==> config.mk <==
export PLATFORM = sky130hd
export DESIGN_NAME = isqrt_rr_arbiter
export DESIGN_NICKNAME = d
export VERILOG_FILES = /design/src/rtl/isqrt_arb_pkg.sv /design/src/rtl/isqrt_rr_pick.sv /design/src/rtl/isqrt_rr_arbiter.sv
export SDC_FILE = /design/constraint.sdc
export NUM_CORES = 1
export LEC_CHECK = 0
export CORE_ASPECT_RATIO = 0.9
export CORE_UTILIZATION = 44
export CTS_CLUSTER_SIZE = 12
export DETAILED_ROUTE_END_ITERATION = 6
export PLACE_DENSITY = 0.83
export SYNTH_ARGS = -nofsm -noshare
export SYNTH_HDL_FRONTEND = slang
export SYNTH_SLANG_ARGS = --single-unit
==> constraint.sdc <==
create_clock -name clk -period 4.2 [get_ports clk]
set_input_delay 0.84 -clock clk [delete_from_list [all_inputs] [get_ports clk]]
set_output_delay 0.84 -clock clk [all_outputs]
set_load 0.005 [all_outputs]
==> src/rtl/isqrt_arb_pkg.sv <==
// Shared types and limits for the round-robin isqrt arbiter.
package isqrt_arb_pkg;

  localparam int N_REQ_MAX = 8;

  typedef logic [31:0] isqrt_arg_t;
  typedef logic [15:0] isqrt_res_t;

  // Owner of one in-flight isqrt operation.
  typedef struct packed {
    logic       vld;
    logic [2:0] id;
  } isqrt_tag_t;

endpackage

==> src/rtl/isqrt_rr_pick.sv <==
// Combinational round-robin picker: first asserted request at or above ptr,
// wrapping modulo N_REQ. Returns one-hot grant, its index and an any flag.
module isqrt_rr_pick
  import isqrt_arb_pkg::*;
#(
  parameter int N_REQ = 4,
  localparam int IW = $clog2(N_REQ)
) (
  input  logic [N_REQ-1:0] req,
  input  logic [IW-1:0]    ptr,
  output logic [N_REQ-1:0] gnt,
  output logic [IW-1:0]    idx,
  output logic             any
);

  logic [IW:0]   sum;
  logic [IW-1:0] cand;

  // Scan N_REQ positions starting at ptr; the first hit wins.
  always_comb begin
    // NOTE: every output gets a default before the loop so no path leaves a value unassigned (no latch).
    gnt  = '0;
    idx  = '0;
    any  = 1'b0;
    sum  = '0;
    cand = '0;
    for (int k = 0; k < N_REQ; k++) begin
      // NOTE: blocking assignments here so 'any' set at step k is seen by step k+1 of the same scan.
      sum = {1'b0, ptr} + (IW+1)'(k);
      if (sum >= (IW+1)'(N_REQ)) sum = sum - (IW+1)'(N_REQ);
      cand = sum[IW-1:0];
      if (!any && req[cand]) begin
        any       = 1'b1;
        gnt[cand] = 1'b1;
        idx       = cand;
      end
    end
  end

endmodule

==> src/rtl/isqrt_rr_arbiter.sv <==
// Round-robin front end sharing one pipelined isqrt between N_REQ requesters.
// A tag pipeline follows each op through the isqrt so the returned root can
// be steered back to its owner. Define ISQRT_ARB_STATS_EN to add per-requester
// 16-bit grant counters on port grant_cnt.
module isqrt_rr_arbiter
  import isqrt_arb_pkg::*;
#(
  parameter int N_REQ     = 4,
  parameter int ISQRT_LAT = 16
) (
  input  logic                 clk,
  input  logic                 rst,
  input  logic [N_REQ-1:0]     req_vld,
  input  logic [N_REQ*32-1:0]  req_x,
  output logic [N_REQ-1:0]     req_rdy,
  output logic                 sq_x_vld,
  output logic [31:0]          sq_x,
  input  logic                 sq_y_vld,
  input  logic [15:0]          sq_y,
  output logic [N_REQ-1:0]     rsp_vld,
  output logic [15:0]          rsp_y,
  output logic                 err_sync
`ifdef ISQRT_ARB_STATS_EN
  ,
  output logic [N_REQ*16-1:0]  grant_cnt
`endif
);

  localparam int IW = $clog2(N_REQ);

  logic [IW-1:0]    rr_ptr;
  logic [N_REQ-1:0] pick_gnt;
  logic [IW-1:0]    pick_idx;
  logic             pick_any;
  logic             hs;
  isqrt_arg_t       sel_x;

  // Stage 0 lines up with sq_x_vld; stage k is the op k cycles into the
  // isqrt, so stage ISQRT_LAT lines up with sq_y_vld.
  logic [ISQRT_LAT:0] tag_vld;
  logic [2:0]         tag_id [ISQRT_LAT+1];
  isqrt_tag_t         tag_last;
  logic [N_REQ-1:0]   last_onehot;

  isqrt_rr_pick #(.N_REQ(N_REQ)) u_pick (
    .req (req_vld),
    .ptr (rr_ptr),
    .gnt (pick_gnt),
    .idx (pick_idx),
    .any (pick_any)
  );

  // Grants are forced low while reset is asserted.
  assign req_rdy = rst ? pick_gnt : '0;
  assign hs      = rst & pick_any;

  // Operand of the granted requester.
  always_comb begin
    sel_x = '0;
    for (int i = 0; i < N_REQ; i++)
      if (pick_gnt[i]) sel_x = req_x[32*i +: 32];
  end

  assign tag_last = '{vld: tag_vld[ISQRT_LAT], id: tag_id[ISQRT_LAT]};

  // Decode the owner of the op leaving the isqrt.
  always_comb begin
    last_onehot = '0;
    for (int i = 0; i < N_REQ; i++)
      if (tag_last.id == 3'(i)) last_onehot[i] = 1'b1;
  end

  // Issue stage, round-robin pointer and tag valid shift register.
  always_ff @(posedge clk or negedge rst) begin
    if (!rst) begin
      rr_ptr   <= '0;
      sq_x_vld <= 1'b0;
      sq_x     <= '0;
      tag_vld  <= '0;
    end else begin
      sq_x_vld <= hs;
      tag_vld  <= {tag_vld[ISQRT_LAT-1:0], hs};
      if (hs) begin
        sq_x   <= sel_x;
        rr_ptr <= (pick_idx == IW'(N_REQ-1)) ? '0 : pick_idx + 1'b1;
      end
    end
  end

  // Tag id shift register, moved only alongside a valid entry.
  // NOTE: ids carry no reset; they are only ever read qualified by tag_vld, which is reset.
  always_ff @(posedge clk) begin
    if (hs) tag_id[0] <= 3'(pick_idx);
    for (int k = 1; k <= ISQRT_LAT; k++)
      if (tag_vld[k-1]) tag_id[k] <= tag_id[k-1];
  end

  // Response stage and sticky pipeline-sync error.
  always_ff @(posedge clk or negedge rst) begin
    if (!rst) begin
      rsp_vld  <= '0;
      rsp_y    <= '0;
      err_sync <= 1'b0;
    end else begin
      err_sync <= err_sync | (sq_y_vld != tag_last.vld);
      if (sq_y_vld && tag_last.vld) begin
        rsp_vld <= last_onehot;
        rsp_y   <= sq_y;
      end else begin
        rsp_vld <= '0;
      end
    end
  end

`ifdef ISQRT_ARB_STATS_EN
  logic [15:0] cnt [N_REQ];

  // Per-requester grant counters, wrapping at 16 bits.
  always_ff @(posedge clk or negedge rst) begin
    if (!rst) begin
      for (int i = 0; i < N_REQ; i++) cnt[i] <= '0;
    end else begin
      for (int i = 0; i < N_REQ; i++)
        if (hs && pick_gnt[i]) cnt[i] <= cnt[i] + 16'd1;
    end
  end

  for (genvar g = 0; g < N_REQ; g++) begin : g_cnt
    assign grant_cnt[16*g +: 16] = cnt[g];
  end
`endif

endmodule
==> summary.md <==
| Metric | Value |
|---|---|
| Outcome | `complete, no violations` |
| Relative slew slack | `0.289` |
| Worst Setup EP | `req_rdy[3]` |
| Final setup violating endpoints | `0` |
| Async SR Flop Fraction | `0.679` |
| Synth warn | `0` |
| Max-Cap Viols | `0` |
| Post-CTS Hold Buffers | `0` |
| Top_reg_cell synth | `dfrtp_1` |
| Largest net degree at the start of global routing | `67` |
| Wire per inst | `19.4 um` |
| Avg Synthesized Cell Area | `11.9 sq um` |
| Die ar. | `0.0123 sq mm` |
| Max Root-Sink Buffers | `2` |
| Setup crit start | `req_vld[2]` |
| Clk_skew | `0.0130 ns` |
| Worst-skew pair later-pin latency | `0.34 ns` |
| Crit path DAT | `3.22 ns` |
| Setup TNS | `0 ns` |
| # DRC | `0` |
| Initial antenna violation count | `0` |
| Detailed Place HPWL | `10900 um` |
| Syn Nets | `597` |
| Layout cells sized above 1 | `0.152` |
| Num CTS Buffers | `9` |
| Vias in the first global route | `4731` |
| Yosys cell types | `48` |
| Worst setup EP type | `output pin` |
| Initial Utilization | `0.453` |
| Grt ovf | `0` |
| Cell Area, Synth | `0.00520 sq mm` |
| Synth-to-Final Area Change | `49.2%` |
| Critical Path RT | `3.36 ns` |
| IO Count | `209` |
| Synth top area cells | `dfrtp_1 35%, edfxtp_1 20%, a311oi_2 8.7%` |
| Unrepaired setup endpoints after global routing | `false` |
| Final #Nets | `799` |
| Pwr Total | `5.15 mW` |
| RePlAce Congestion | `0.908` |
| Port Buffers | `208` |
| Final Cycle Share | `0.966` |
| Terminus of the critical flop-to-flop path | `sq_x[4]$_DFFE_PN0P_` |
| Pre-antenna DRT Iters | `4` |
| Rows | `37` |
| Least-Margin Pin Slew | `1.07 ns` |
| Element type at the critical path start | `input pin` |
| Vias post-DR | `4465` |
| Die width | `117 um` |
| Post-synth top cells | `72 x dfrtp_1, 38 x nand2_1, 38 x nor2_1, 34 x edfxtp_1` |
| GRT Overall Usage | `0.259` |
| Clock root buffer | `clkbuf_16` |
| Syn Inst Count | `438` |
| R2r setup slk | `0.60 ns` |
| CTS resizes | `0` |
| Multiplexer area fraction after synthesis | `0.0577` |
| Peak supply drop | `0.871 mV` |
| Worst-path fanout max | `7` |
| Setup bufs post-CTS | `0` |
| DR iter-0 viols | `318` |
| Fmax | `246 MHz` |
| Compound-cell area share of the yosys netlist | `0.187` |
| CTS clk-pin slew, worst paths | `0.06 ns` |
| TritonCTS clock tree | `built` |
| Core region area | `0.0115 sq mm` |
| H-tree levels | `3` |
| Post-synth top area share | `0.346` |
| Count leader, synth | `dfrtp_1` |
| Worst hold path class | `in -> async` |
| Post-synth EDFFs | `34` |
| Die Height | `105 um` |
| Seq/Total Area, Yosys | `0.543` |
| CP Class | `in -> out` |
| Synth Area in Adders | `0.0192` |
| #FFs+latches synth | `106` |
| Area leader, netlist | `dfrtp_1` |
| DRT Wirelength | `15500 um` |
| Static leakage | `2.86 nW` |
| Clock sink count | `106` |
| Diodes inserted | `0` |
| Post-synthesis xor/xnor area fraction | `0.00168` |
| FF-to-FF Start | `rr_ptr[1]$_DFFE_PN0P_` |
| Synth Area in Simple Gates | `0.149` |
| Final Max Tran Viols | `0` |
| Final ANT Viol Nets | `0` |
| Global-route wire length before repair | `23800 um` |
| Pwr Density | `663 mW/mm^2` |
| Vias/cell | `5.57` |
| Final-report hold violation count | `0` |
| Cells on worst reg2reg path | `9` |
| Fin crit period | `4.06 ns` |
| Largest family of logic cells by synthesized area | `compound AO/OA/AOI/OAI gates` |
==> report_power, final <==
part	internal, mW	switching, mW
Combinational	1.27	1.55
Clock	0.470	0.368
Sequential	1.34	0.144
==> per-stage QoR <==
step | std cells | setup WS [ns] | utilization | instance area (sq um) | hold WS, ns
after floorplan | 438 | 0.580 | - | 5200 | 0.391
after global placement | 785 | 0.198 | 0.649 | 7460 | 0.392
after detailed placement | 785 | 0.0893 | 0.649 | 7460 | 0.405
after CTS | 801 | 0.0655 | 0.675 | 7750 | 0.337
after global routing | 801 | 0.0454 | 0.676 | 7760 | 0.330
final | 801 | 0.142 | 0.676 | 7760 | 0.351
==> layer usage <==
metal,vias to the layer above,share of wire,track usage
met1,2194,0.40,0.302
met3,26,0.082,0.0760
met2,204,0.50,0.451
met4,0,0.022,0.0841
met5,-,0,0
li1,2041,-,-
==> kinds of logic after synthesis <==
family	Yosys count
compound gates	90
xor+xnor	1
fa+ha+maj	8
buf+inv	45
flops	106
mux	24
simple gates	164
==> registers in the layout, indices dropped and copies added (netlist names), named ones only <==
signal / cells
err_sync: 1
rsp_y: 16
tag_id: 34
rsp_vld: 4
rr_ptr: 1
sq_x: 32
tag_vld: 17
==> worst max-delay path: stages <==
cell and delay [ns]:
clkdlybuf4s50_1 0.48, buf_4 0.20, mux4_2 0.49, a21o_1 0.20, a22oi_1 0.24, nand2_1 0.14, and2_1 0.18, clkdlybuf4s50_1 0.44
==> how the worst min path moves through the flow <==
stage                            start                      end  slack, ns
3_5_place_dp   tag_id[0][13]$_DFFE_PP_  tag_id[0][16]$_DFFE_PP_       0.40
2_1_floorplan     tag_vld[9]$_DFF_PN0_    tag_vld[10]$_DFF_PN0_       0.39
6_report                           rst     sq_x[27]$_DFFE_PN0P_       0.35
3_3_place_gp      tag_vld[7]$_DFF_PN0_     tag_vld[8]$_DFF_PN0_       0.39
5_1_grt                            rst     sq_x[27]$_DFFE_PN0P_       0.33
4_1_cts                            rst     sq_x[27]$_DFFE_PN0P_       0.34
==> final cells by class <==
class                           instances  area [sq um]
Fill cell                             894          3720
Sequential cell                       106          2820
Timing Repair Buffer                  228          2230
Multi-Input combinational cell        287          2180
Clock buffer                           10           229
Tap cell                              156           195
Clock inverter                          6          68.8
Inverter                                8          30.0
==> layout by cell type, fill, tap and decap left out, types with 3 or more instances in the layout <==
cell type	n
clkdlybuf4s50_1	207
dfrtp_1	71
nand2_1	38
nor2_1	38
edfxtp_1	34
nor3_1	33
nand3_1	33
o2bb2ai_1	32
a311oi_2	30
buf_4	21
mux2_2	18
clkbuf_16	9
ha_1	8
inv_1	7
o21ai_0	7
nor2b_1	5
a21oi_1	4
mux2i_1	3
mux4_2	3
and2_1	3
inv_6	3
Note: power is estimated with default switching activity, not from simulation.
